<file path="src/rtl/fifo_rd_packer.sv">
// Read-side FIFO consumer: packs RATIO FIFO words into one wide valid/ready beat.
// Partial packs are closed by flush or idle timeout and flagged with m_keep/m_last.
module fifo_rd_packer #(
   parameter  int unsigned DSIZE = 8,
   parameter  int unsigned RATIO = 4,
   parameter  int unsigned TMO   = 16,
   localparam int unsigned CW    = $clog2(RATIO + 1),
   localparam int unsigned TW    = (TMO > 0) ? $clog2(TMO + 1) : 1,
   localparam int unsigned BW    = DSIZE * RATIO
) (
   input  logic             rclk,
   input  logic             rrst_n,
   input  logic [DSIZE-1:0] fifo_rdata,
   input  logic             fifo_rempty,
   output logic             fifo_rinc,
   input  logic             flush,
   output logic [BW-1:0]    m_data,
   output logic [RATIO-1:0] m_keep,
   output logic             m_last,
   output logic             m_valid,
   input  logic             m_ready,
   output logic [CW-1:0]    pack_cnt
);

   typedef enum logic [1:0] {
      ST_IDLE  = 2'd0,
      ST_FILL  = 2'd1,
      ST_FULLW = 2'd2
   } state_e;

   logic [BW-1:0]    pack_q,    pack_d;
   logic [CW-1:0]    cnt_q,     cnt_d;
   logic [TW-1:0]    ctr_q,     ctr_d;
   logic [BW-1:0]    m_data_q,  m_data_d;
   logic [RATIO-1:0] m_keep_q,  m_keep_d;
   logic             m_last_q,  m_last_d;
   logic             m_valid_q, m_valid_d;

   state_e           state_c;
   logic             out_free_c;
   logic             tmo_hit_c;
   logic             close_c;
   logic             xfer_c;
   logic             pop_c;
   logic [RATIO-1:0] keep_c;

   // Pack occupancy and close/transfer/pop decisions
   always_comb begin
      state_c = ST_IDLE;
      if (cnt_q == CW'(RATIO)) begin
         state_c = ST_FULLW;
      end else if (cnt_q != '0) begin
         state_c = ST_FILL;
      end
      out_free_c = !m_valid_q || m_ready;
      tmo_hit_c  = (TMO != 0) && (ctr_q == TW'(TMO));
      close_c    = (state_c == ST_FULLW) ||
                   ((state_c != ST_IDLE) && (flush || tmo_hit_c));
      xfer_c     = close_c && out_free_c;
      pop_c      = rrst_n && !fifo_rempty && ((state_c != ST_FULLW) || xfer_c);
      for (int i = 0; i < RATIO; i++) begin
         keep_c[i] = (CW'(i) < cnt_q);
      end
   end

   // Next pack, timeout counter and output register contents
   always_comb begin
      pack_d    = pack_q;
      cnt_d     = cnt_q;
      ctr_d     = ctr_q;
      m_data_d  = m_data_q;
      m_keep_d  = m_keep_q;
      m_last_d  = m_last_q;
      m_valid_d = m_valid_q;

      if (xfer_c) begin
         m_valid_d = 1'b1;
         m_keep_d  = keep_c;
         m_last_d  = (state_c != ST_FULLW) || flush;
         for (int i = 0; i < RATIO; i++) begin
            m_data_d[i*DSIZE +: DSIZE] = keep_c[i] ? pack_q[i*DSIZE +: DSIZE] : '0;
         end
         pack_d = '0;
         cnt_d  = '0;
         // A word popped on the closing edge starts the next pack at lane 0
         if (pop_c) begin
            pack_d[DSIZE-1:0] = fifo_rdata;
            cnt_d             = CW'(1);
         end
      end else begin
         if (m_ready) begin
            m_valid_d = 1'b0;
         end
         if (pop_c) begin
            for (int i = 0; i < RATIO; i++) begin
               if (CW'(i) == cnt_q) begin
                  pack_d[i*DSIZE +: DSIZE] = fifo_rdata;
               end
            end
            cnt_d = cnt_q + CW'(1);
         end
      end

      if (pop_c || xfer_c || (state_c == ST_IDLE)) begin
         ctr_d = '0;
      end else if (ctr_q != TW'(TMO)) begin
         ctr_d = ctr_q + TW'(1);
      end
   end

   always_ff @(posedge rclk or negedge rrst_n) begin
      if (!rrst_n) begin
         pack_q    <= '0;
         cnt_q     <= '0;
         ctr_q     <= '0;
         m_data_q  <= '0;
         m_keep_q  <= '0;
         m_last_q  <= 1'b0;
         m_valid_q <= 1'b0;
      end else begin
         pack_q    <= pack_d;
         cnt_q     <= cnt_d;
         ctr_q     <= ctr_d;
         m_data_q  <= m_data_d;
         m_keep_q  <= m_keep_d;
         m_last_q  <= m_last_d;
         m_valid_q <= m_valid_d;
      end
   end

   assign fifo_rinc = pop_c;
   assign m_data    = m_data_q;
   assign m_keep    = m_keep_q;
   assign m_last    = m_last_q;
   assign m_valid   = m_valid_q;
   assign pack_cnt  = cnt_q;

endmodule

</file>
<file path="config.mk">
export PLATFORM = sky130hd
export DESIGN_NAME = fifo_rd_packer
export DESIGN_NICKNAME = d
export VERILOG_FILES = /design/src/rtl/fifo_rd_packer.sv
export SDC_FILE = /design/constraint.sdc
export NUM_CORES = 1
export LEC_CHECK = 0
export CAP_MARGIN = 20
export CORE_ASPECT_RATIO = 2
export CORE_MARGIN = 2
export CORE_UTILIZATION = 34
export CTS_BUF_LIST = sky130_fd_sc_hd__clkbuf_16
export DETAILED_ROUTE_END_ITERATION = 12
export HOLD_SLACK_MARGIN = 0.03
export PLACE_DENSITY = 0.57
export SLEW_MARGIN = 5
export SYNTH_ARGS = -nofsm -noshare
export SYNTH_HDL_FRONTEND = slang
export SYNTH_SLANG_ARGS = --single-unit
</file>
<file path="constraint.sdc">
create_clock -name rclk -period 4 [get_ports rclk]
set_input_delay 0.8 -clock rclk [delete_from_list [all_inputs] [get_ports rclk]]
set_output_delay 0.8 -clock rclk [all_outputs]
set_load 0.005 [all_outputs]
</file>
Word-level counts from Yosys, hierarchy flattened
Index checks and enable logic that the tools add are counted.

Bits of input ports: 13. Output and inout bits: 42. Register bits after elaboration: 78.

Reduce and logical (&&, ||, !) cells: 28. Equality and inequality tests: 8. Add/subtract/negate cells: 2. Magnitude comparators: 4. Multiplexer cells: 20.

Operators by type and width (count): two-way mux 8 bit (9); two-way mux 32 bit (2); nonzero test 2 bit (8); two-way mux 5 bit (2); AND reduction 2 bit (4); logical OR 1 bit (7); equality test 2 x 3 -> 1 bit, first input constant (2); < comparator 1 x 3 -> 1 bit, first input constant (2); < comparator 2 x 3 -> 1 bit, first input constant (2); two-way mux 3 bit (2); adder 5 x 1 -> 5 bit, second input constant (1); equality test 5 bit, second input constant (1); inequality test 5 bit, second input constant (1); logical AND 1 bit (4); two-way mux 1 bit (4); adder 3 x 1 -> 3 bit, second input constant (1); equality test 1 x 3 -> 1 bit, first input constant (1); equality test 3 bit, second input constant (1); zero test 3 bit (1); nonzero test 3 bit (1); equality test 2 bit, second input constant (1); zero test 1 bit (2); zero test 2 bit (1); two-way mux 2 bit (1); inequality test 2 bit, second input constant (1).

Depth between registers and ports, before layout
Gate-level depths: netlist of run 1.

Depth in word-level cells: 12. Depth in mapped cells: 9. Gate-level depth less buffers: 6.

Least setup slack after synthesis of run 1
OpenSTA, ideal clock, no wires.

Kind: reg2out. Start: reg cnt_q[1], in the netlist pack_cnt[1]. End: out fifo_rinc. Buffers on the path: 1. Cell stages (with the launch flop): 7. Setup slack: 1839 ps. Data required time: 3200 ps. Arrival: 1361 ps. Path through: dfrtp_1 -> inv_1 -> ha_1 -> clkbuf_1 -> nand2_1 -> nor2_1 -> nor2_1.

Longest elaborated chain between the ends: 9. Elaborated cells on any way between the ends: 12.

Ends and longest elaborated chain: start: declaration (line 32) `logic [CW-1:0] cnt_q, cnt_d;`; start signal: assignment (line 122) `cnt_q <= cnt_d;`; nonzero test 3 bit (line 52) `end else if (cnt_q != '0) begin`; two-way mux 1 bit (line 52); two-way mux 2 bit * (line 50) `if (cnt_q == CW'(RATIO)) begin`; nonzero test 2 bit (line 58) `((state_c != ST_IDLE) && (flush || tmo_hit_c));`; logical AND 1 bit (line 58); logical OR 1 bit (line 57) `close_c = (state_c == ST_FULLW) ||`; logical AND 1 bit (line 59) `xfer_c = close_c && out_free_c;`; logical OR 1 bit * (line 60) `pop_c = rrst_n && !fifo_rempty && ((state_c != ST_FULLW) || xfer_c);`; logical AND 1 bit * (line 60); end: declaration (line 15) `output logic fifo_rinc,`.

Every way passes the cells marked *; elsewhere a longest branch is shown, timed or not.

Worst setup path after layout of run 1
Start: in m_ready. End: out fifo_rinc.

Longest elaborated chain between the ends: 4.

Ends and longest elaborated chain: start: declaration (line 21) `input logic m_ready,`; logical OR 1 bit (line 55) `out_free_c = !m_valid_q || m_ready;`; logical AND 1 bit (line 59); logical OR 1 bit (line 60); logical AND 1 bit (line 60).

No other way between the ends.

==> results of run 1 <==
==> critical path, stage by stage <==
cell	delay, ps
clkdlybuf4s50_1	450
nand2b_1	400
nor2_1	100
nor2_1	100
clkdlybuf4s50_1	510
==> Yosys cell counts <==
library cell / count
a21oi_2: 1
o21ai_0: 10
a21oi_1: 20
clkbuf_1: 11
nand2b_1: 4
a22o_1: 8
buf_4: 2
nor4bb_2: 1
o311ai_4: 1
ha_1: 5
a21o_1: 1
nor3_1: 1
nand2_1: 101
nand3_1: 36
o211ai_1: 1
mux2_4: 1
xor2_1: 2
nand3b_1: 3
a211oi_1: 1
nor3b_2: 1
a22oi_1: 1
or3_1: 1
dfrtp_1: 78
o22ai_1: 1
o31a_1: 1
inv_1: 4
nor2b_1: 1
o211a_1: 1
nor3_4: 1
buf_2: 5
o31ai_4: 1
o311a_1: 1
nor2_4: 1
o31ai_1: 1
mux2i_1: 10
buf_6: 6
xnor2_1: 2
or2_1: 1
o21a_1: 1
nor2_1: 18
==> cells by family after synthesis <==
kind of cell	count (synthesis)	synth area share
XOR/XNOR	4	0.0102
adder cells (fa/ha/maj)	5	0.0182
AO/OA/AOI/OAI	51	0.104
multiplexers	11	0.0335
buffers and inverters	28	0.0476
AND/OR/NAND/NOR	170	0.219
flip-flops	78	0.567
==> worst paths after layout <==
check                                         endpoint  slack [ps]  cells after the start
worst max register to register  m_data[21]$_DFFE_PN0P_        1320                      7
min in group rclk               m_data[22]$_DFFE_PN0P_         460                      2
max in group asynchronous       m_data[22]$_DFFE_PN0P_        2580                      2
worst max-delay path                         fifo_rinc         840                      5
worst min register to register  m_data[22]$_DFFE_PN0P_         460                      2
worst min-delay path            m_data[29]$_DFFE_PN0P_         280                      1
==> flip-flops by register name (all words and copies together), names as in the netlist <==
signal and count:
pack_q 32, pack_cnt 3, m_valid 1, m_last 1, m_keep 4, m_data 32
ctr_q 5
==> final cells by class <==
cell class	count	area (um^2)	area share
timing repair buffer	59	576	0.133
clock buffer	9	225	0.0522
inverter	4	15.0	0.00348
sequential	78	1950	0.452
clock inverter	7	56.3	0.0130
tap	135	169	0.0391
multi-input combinational	241	1330	0.307
==> routing by layer <==
metal,wire (um),vias up,track usage
li1,-,1247,-
met1,3740,1210,0.232
met2,3400,61,0.226
met3,346,9,0.0359
met4,125,0,0.0536
met5,0,-,0
==> power groups by stage <==
stage	clock network, W	logic (W)	registers [W]
final	0.000775	0.000928	0.00110
after global routing	0.000836	0.00105	0.00112
after CTS	0.000799	0.000948	0.00110
after detailed placement	0	0.000943	0.00110
after global placement	0	0.000934	0.00110
after floorplan	0	0.000658	0.00109
==> per-stage QoR <==
stage / hold slack (ps) / total power [W] / cells
2_1_floorplan: 460 / 0.00175 / 347
3_3_place_gp: 448 / 0.00204 / 517
3_5_place_dp: 455 / 0.00205 / 517
4_1_cts: 266 / 0.00284 / 533
5_1_grt: 268 / 0.00301 / 533
6_report: 276 / 0.00280 / 533
==> out/results.ini, run 1 <==
[status]
run_status=complete, no violations

[floorplanning]
die_area_um2=11000
placeableCoreArea_um2=9950
ios=55
chipWidth_um=75.1
rows=52
fp.dieH_um=146
effective_utilization_at_floorplan=0.346

[placed_design]
placed_area_um2=4040
io_buffer_count=54
detailed_place_hpwl_um=5000
gp_routability_congestion=0.758
preCtsSetupSlack_ps=852

[route]
first_iter_violations=186
antenna_violating_nets_post_route=0
avgViaCountPerCell=4.74
first_pass_iters=4
postRouteWirelength_um=7600
drcViolationCount=0
average_wire_length_per_cell_after_detail_routing_um=14.3
vias=2527

[power_and_ir_drop]
power.leakage_nw=2.01
combinationalPowerShare=0.332
power-per-cell-area_nw_per_um2=648
sw_frac=0.347
power.net_switching_w=0.000973
cell_internal_pwr_w=0.00183
max-vdd-ir-drop_v=0.000349
share_seq_of_total_power=0.391
clockPowerShare=0.277

[finish]
syn2layout_area_growth_pct=25.5
final_cell_area_um2=4320
most_frequent_standard_cell_in_the_layout_excluding_fill_and_tap_cells=nand2_1
antennaDiodeCount=0
drive_above_1_share=0.0704
fill_cells=1012
finish.utilization=0.434
final_net_count=411
mostFrequentLayoutCells=nand2_1 (101), dfrtp_1 (78), clkdlybuf4s50_1 (53)

[synth]
netlist-cell-type-count=40
synth_top_area_cell=dfrtp_1
synth_top_area_share=0.567
syn-instance-count=347
seq_area_frac_synth=0.567
syn_area_per_cell_um2=9.91
yosysWarnings=0
synth_seq_cells=78
synthesis.area_um2=3440
syn_nets=365
synth_area_leaders=dfrtp_1 (57%), nand2_1 (11%), nand3_1 (5.2%)

[clocking]
post-cts-setup-buffers=0
cts_repair_resize_count=0
clock_tree.buffer_depth=2
clkSlewWorstSetupHoldPaths_ps=50
cts_tree=done
cts_made_buffers=9
clock_tree.htree_level_count=3
numClockSinks=78
clock_insertion_delay_worst_skew_ps=330
cts_root_buf=clkbuf_16
cts_hold_repair.buffers=0

[global_route]
grt_antenna_before_repair=0
wire_length_of_the_first_global_routing_pass_um=13300
grt_pass1_vias=2580
gr-total-overflow=0
grt_max_degree=75
globalRouteTotalUtil=0.157

[timing]
slew-limit-headroom=0.372
worstMarginPinSlew_ps=942
final_hold_viol_count=0
final_max_slew_viol_count=0
fin_crit_ps=3160
timing.clock.skew_ps=4.30
setup_ws_ps=837
final_min_period_over_clock_period=0.791
finalSetupViolCount=0
totalNegativeSetupSlack_ps=0
maxClockFrequency_mhz=316
unrepaired_setup_endpoints_after_global_routing=false

[worst_setup_path]
sort_of_element_at_the_end_of_the_critical_path=primary output
cp-start-kind=primary input
critical_path_arrival_ps=2360
worst_setup_path_startpoint=m_ready
cp_max_fo=9
crit_type=in -> out
worst_r2r_startpoint=pack_cnt[0]$_DFFE_PN0P_
crit_required_ps=3200

[worst_hold_path]
timing.hold.worst.class=in -> async

[job]
drv_cap=0

Power figures use the tool's default switching activity.
==> inputs of run 2 (changes only) <==
PLACE_DENSITY = 0.59   (was 0.57)
clock period = 2.6 ns   (was 4 ns; I/O delays follow)
==> out/results.ini, run 2 (synthesis results as in run 1) <==
[status]
run_status=complete, no violations

[timing]
timing.clock.skew_ps=6.49
maxClockFrequency_mhz=415
fin_worst_hold_slack_ps=438
final_max_slew_viol_count=0
fin_crit_ps=2410
unrepaired_setup_endpoints_after_global_routing=false
final_hold_viol_count=0
worstMarginPinSlew_ps=986
final_min_period_over_clock_period=0.927
totalNegativeSetupSlack_ps=0
slew-limit-headroom=0.343
finalSetupViolCount=0

[clocking]
cts_hold_repair.buffers=0
clock_tree.buffer_depth=2
clkSlewWorstSetupHoldPaths_ps=60
cts_root_buf=clkbuf_16
cts_tree=done
clock_insertion_delay_worst_skew_ps=340
numClockSinks=78
cts_made_buffers=9
post-cts-setup-buffers=0
clock_tree.htree_level_count=3
cts_repair_resize_count=0

[global_route]
globalRouteTotalUtil=0.153
wire_length_of_the_first_global_routing_pass_um=12900
gr-total-overflow=0
grt_max_degree=79
grt_pass1_vias=2520
grt_antenna_before_repair=0

[route]
first_iter_violations=139
highest-signal-layer=met4
antenna_violating_nets_post_route=0
routed-wl-met2_um=3590
postRouteWirelength_um=7600
wirelength_met1_um=3620
vias=2554
drcViolationCount=0
first_pass_iters=4
wl_met3_um=274
average_wire_length_per_cell_after_detail_routing_um=14.0
avgViaCountPerCell=4.72

[finish]
fill_cells=982
syn2layout_area_growth_pct=28.2
final_net_count=419
antennaDiodeCount=0
drive_above_1_share=0.0911
finish.utilization=0.443
mostFrequentLayoutCells=nand2_1 (101), dfrtp_1 (78), clkdlybuf4s50_1 (53)
area_of_the_multi_input_gates_um2=1330
most_frequent_standard_cell_in_the_layout_excluding_fill_and_tap_cells=nand2_1
ff_latch_area_um2=1950

[floorplanning]
fp.dieH_um=146
effective_utilization_at_floorplan=0.346
rows=52
chipWidth_um=75.1
placeableCoreArea_um2=9950
ios=55
die_area_um2=11000

[power_and_ir_drop]
power-per-cell-area_nw_per_um2=1020
power.leakage_nw=2.06
post-layout-total-power_w=0.00449
max-vdd-ir-drop_v=0.000599

[worst_setup_path]
critical_path_arrival_ps=1890
cp_max_fo=8
crit_type=reg -> out
crit_required_ps=2080
worstRegToRegCells=8
sort_of_element_at_the_end_of_the_critical_path=primary output
worst_r2r_startpoint=pack_cnt[1]$_DFFE_PN0P_
timing.reg2reg.setup_slack_ps=370
rr_endpoint=m_data[20]$_DFFE_PN0P_
cp-start-kind=flop

[job]
drv_cap=0

[placed_design]
detailed_place_hpwl_um=5040
io_buffer_count=54
gp_routability_congestion=0.775

[worst_hold_path]
timing.hold.worst.class=in -> async

run 2: cell types whose count changed in the layout (fill, tap and decap cells not counted), sizes merged:
cell,previous run,this run
buf,6,14
inv,5,6
bufinv,1,2
clkinv,5,2
clkinvlp,0,1
run 2: layout make-up:
class | instances | area share
clock buffer | 9 | 0.0511
clock inverter | 7 | 0.0201
inverter | 4 | 0.00340
multi-input combinational | 241 | 0.300
sequential | 78 | 0.443
tap | 135 | 0.0383
timing repair buffer | 67 | 0.144
run 2: layer usage:
| layer | global-route usage | vias up |
|---|---|---|
| li1 | - | 1271 |
| met1 | 0.221 | 1215 |
| met2 | 0.223 | 60 |
| met3 | 0.0324 | 8 |
| met4 | 0.0589 | 0 |
| met5 | 0 | - |
run 2: worst max path at each step:
stage                     cells after the start                    start  slack, ps   endpoint
after floorplan                               6  pack_cnt[1]$_DFFE_PN0P_        720  fifo_rinc
after global placement                        5                  m_ready        340  fifo_rinc
after detailed placement                      5                  m_ready        340  fifo_rinc
after CTS                                     6  pack_cnt[1]$_DFFE_PN0P_        150  fifo_rinc
after global routing                          6  pack_cnt[1]$_DFFE_PN0P_         30  fifo_rinc
final                                         6  pack_cnt[1]$_DFFE_PN0P_        190  fifo_rinc
run 2: worst max-delay path, cell delays in order (launching register included):
cell             delay (ps)
dfrtp_1                 500
inv_1                   140
ha_1                    230
nand2_1                  70
nor2_1                   50
nor2_1                   80
clkdlybuf4s50_1         500
run 2: stage by stage:
step / cells / area, um^2 / setup WS (ps)
finish: 541 / 4410 / 191
global route: 541 / 4410 / 28.6
CTS: 541 / 4410 / 148
detailed placement: 525 / 4100 / 339
global placement: 525 / 4100 / 339
floorplan: 347 / 3440 / 719
run 2: power breakdown:
group	leakage [nW]	total, W	switching [W]	internal [W]
Combinational	0.841	0.00149	0.000869	0.000626
Clock	0.155	0.00132	0.000482	0.000835
Sequential	1.06	0.00168	0.000170	0.00151
==> inputs of run 3 (changes only) <==
clock period = 2 ns   (was 2.6 ns; I/O delays follow)
==> out/results.ini, run 3 (synthesis results as in run 1) <==
[route]
first_pass_iters=4
vias=2619
first_iter_violations=160
drcViolationCount=0
avgViaCountPerCell=4.74
average_wire_length_per_cell_after_detail_routing_um=14.1
antenna_violating_nets_post_route=0
postRouteWirelength_um=7770

[finish]
antennaDiodeCount=0
final_cell_area_um2=4510
mostFrequentLayoutCells=nand2_1 (101), dfrtp_1 (78), clkdlybuf4s50_1 (52)
final_net_count=431
ff_latch_area_um2=1950
finish.utilization=0.453
area_of_the_multi_input_gates_um2=1350
syn2layout_area_growth_pct=31.1
drive_above_1_share=0.120
fill_cells=962
most_frequent_standard_cell_in_the_layout_excluding_fill_and_tap_cells=nand2_1

[timing]
worstMarginPinSlew_ps=988
fin_worst_hold_slack_ps=324
totalNegativeSetupSlack_ps=0
unrepaired_setup_endpoints_after_global_routing=false
final_hold_viol_count=0
final_min_period_over_clock_period=0.910
final_max_slew_viol_count=0
finalSetupViolCount=0
slew-limit-headroom=0.341
timing.clock.skew_ps=6.81
maxClockFrequency_mhz=549
fin_crit_ps=1820

[power_and_ir_drop]
power.leakage_nw=2.10
power-per-cell-area_nw_per_um2=1290
max-vdd-ir-drop_v=0.000799
cell_internal_pwr_w=0.00377
clockPowerShare=0.253
share_seq_of_total_power=0.373
post-layout-total-power_w=0.00582
power.net_switching_w=0.00205
sw_frac=0.352
combinationalPowerShare=0.373

[global_route]
gr-total-overflow=0
grt_antenna_before_repair=0
wire_length_of_the_first_global_routing_pass_um=12800
globalRouteTotalUtil=0.154
grt_pass1_vias=2515
grt_max_degree=79

[clocking]
cts_tree=done
numClockSinks=78
cts_made_buffers=9
clock_insertion_delay_worst_skew_ps=340
clkSlewWorstSetupHoldPaths_ps=60
cts_hold_repair.buffers=0
clock_tree.buffer_depth=2
cts_root_buf=clkbuf_16
clock_tree.htree_level_count=3

[worst_hold_path]
timing.hold.worst.class=in -> async

[placed_design]
io_buffer_count=54
detailed_place_hpwl_um=5120
gp_routability_congestion=0.724
placed_area_um2=4210

[worst_setup_path]
critical_path.cell_chain=inv_1 > ha_1 > nor4bb_4 > o311a_2 > buf_12 > nand3_1 > nand2_1
critical_path_arrival_ps=2100
cp-start-kind=flop
crit_required_ps=2280
sort_of_element_at_the_end_of_the_critical_path=flop
cpMaxStageDelayCell=dfrtp_1
cp_max_fo=59
cpPeakStageDelay_ps=400
crit_type=reg -> reg

[floorplanning]
effective_utilization_at_floorplan=0.346
die_area_um2=11000
placeableCoreArea_um2=9950
ios=55
fp.dieH_um=146
chipWidth_um=75.1
rows=52

[job]
drv_cap=0

[status]
run_status=complete, no violations

run 3: power groups by stage:
stage | Sequential (W) | Combinational [W] | Clock (W)
6_report | 0.00217 | 0.00217 | 0.00147
5_1_grt | 0.00222 | 0.00242 | 0.00156
4_1_cts | 0.00217 | 0.00220 | 0.00150
3_5_place_dp | 0.00219 | 0.00214 | 0
3_3_place_gp | 0.00219 | 0.00212 | 0
2_1_floorplan | 0.00218 | 0.00132 | 0
run 3: final timing paths:
path / startpoint / end / slack [ps] / cells past startpoint
worst max-delay path: ctr_q[0]$_DFFE_PN0P_ / m_data[28]$_DFFE_PN0P_ / 180 / 7
worst min-delay path: rrst_n / pack_cnt[2]$_DFFE_PN0P_ / 320 / 2
worst max register to register: ctr_q[0]$_DFFE_PN0P_ / m_data[28]$_DFFE_PN0P_ / 180 / 7
worst min register to register: m_data[17]$_DFFE_PN0P_ / m_data[17]$_DFFE_PN0P_ / 460 / 2
max in group asynchronous: rrst_n / pack_q[15]$_DFFE_PN0P_ / 1020 / 2
min in group rclk: m_data[17]$_DFFE_PN0P_ / m_data[17]$_DFFE_PN0P_ / 460 / 2
run 3: through the flow:
step                      setup slack [ps]  instances
after detailed placement             -23.2        535
after floorplan                        204        347
after global routing                  29.4        553
after CTS                             11.5        553
final                                  179        553
after global placement               -24.5        535
run 3: layer usage:
| layer | vias up | global-route usage | share of wire |
|---|---|---|---|
| li1 | 1297 | - | - |
| met5 | - | 0 | 0 |
| met3 | 15 | 0.0255 | 0.049 |
| met2 | 68 | 0.224 | 0.47 |
| met1 | 1239 | 0.219 | 0.46 |
| met4 | 0 | 0.0777 | 0.023 |
run 3: repair_timing:
action / in CTS / in global routing
setup endpoints to repair: 1 / 68
pin swaps: 1 / 0
setup buffers: 2 / 0
gates resized for setup: 5 / 1
run 3: final cells by class:
cell class | instances | area share
inverter | 4 | 0.00333
timing repair buffer | 79 | 0.169
sequential | 78 | 0.433
clock inverter | 7 | 0.00888
clock buffer | 9 | 0.0499
multi-input combinational | 241 | 0.299
tap | 135 | 0.0375
run 3: worst max-delay path: cells and delay by family (launching register included):
kind / cells / cell delay [ps]
simple gates: 3 / 570
flops: 1 / 400
compound gates: 1 / 260
buf+inv: 2 / 340
fa+ha+maj: 1 / 160
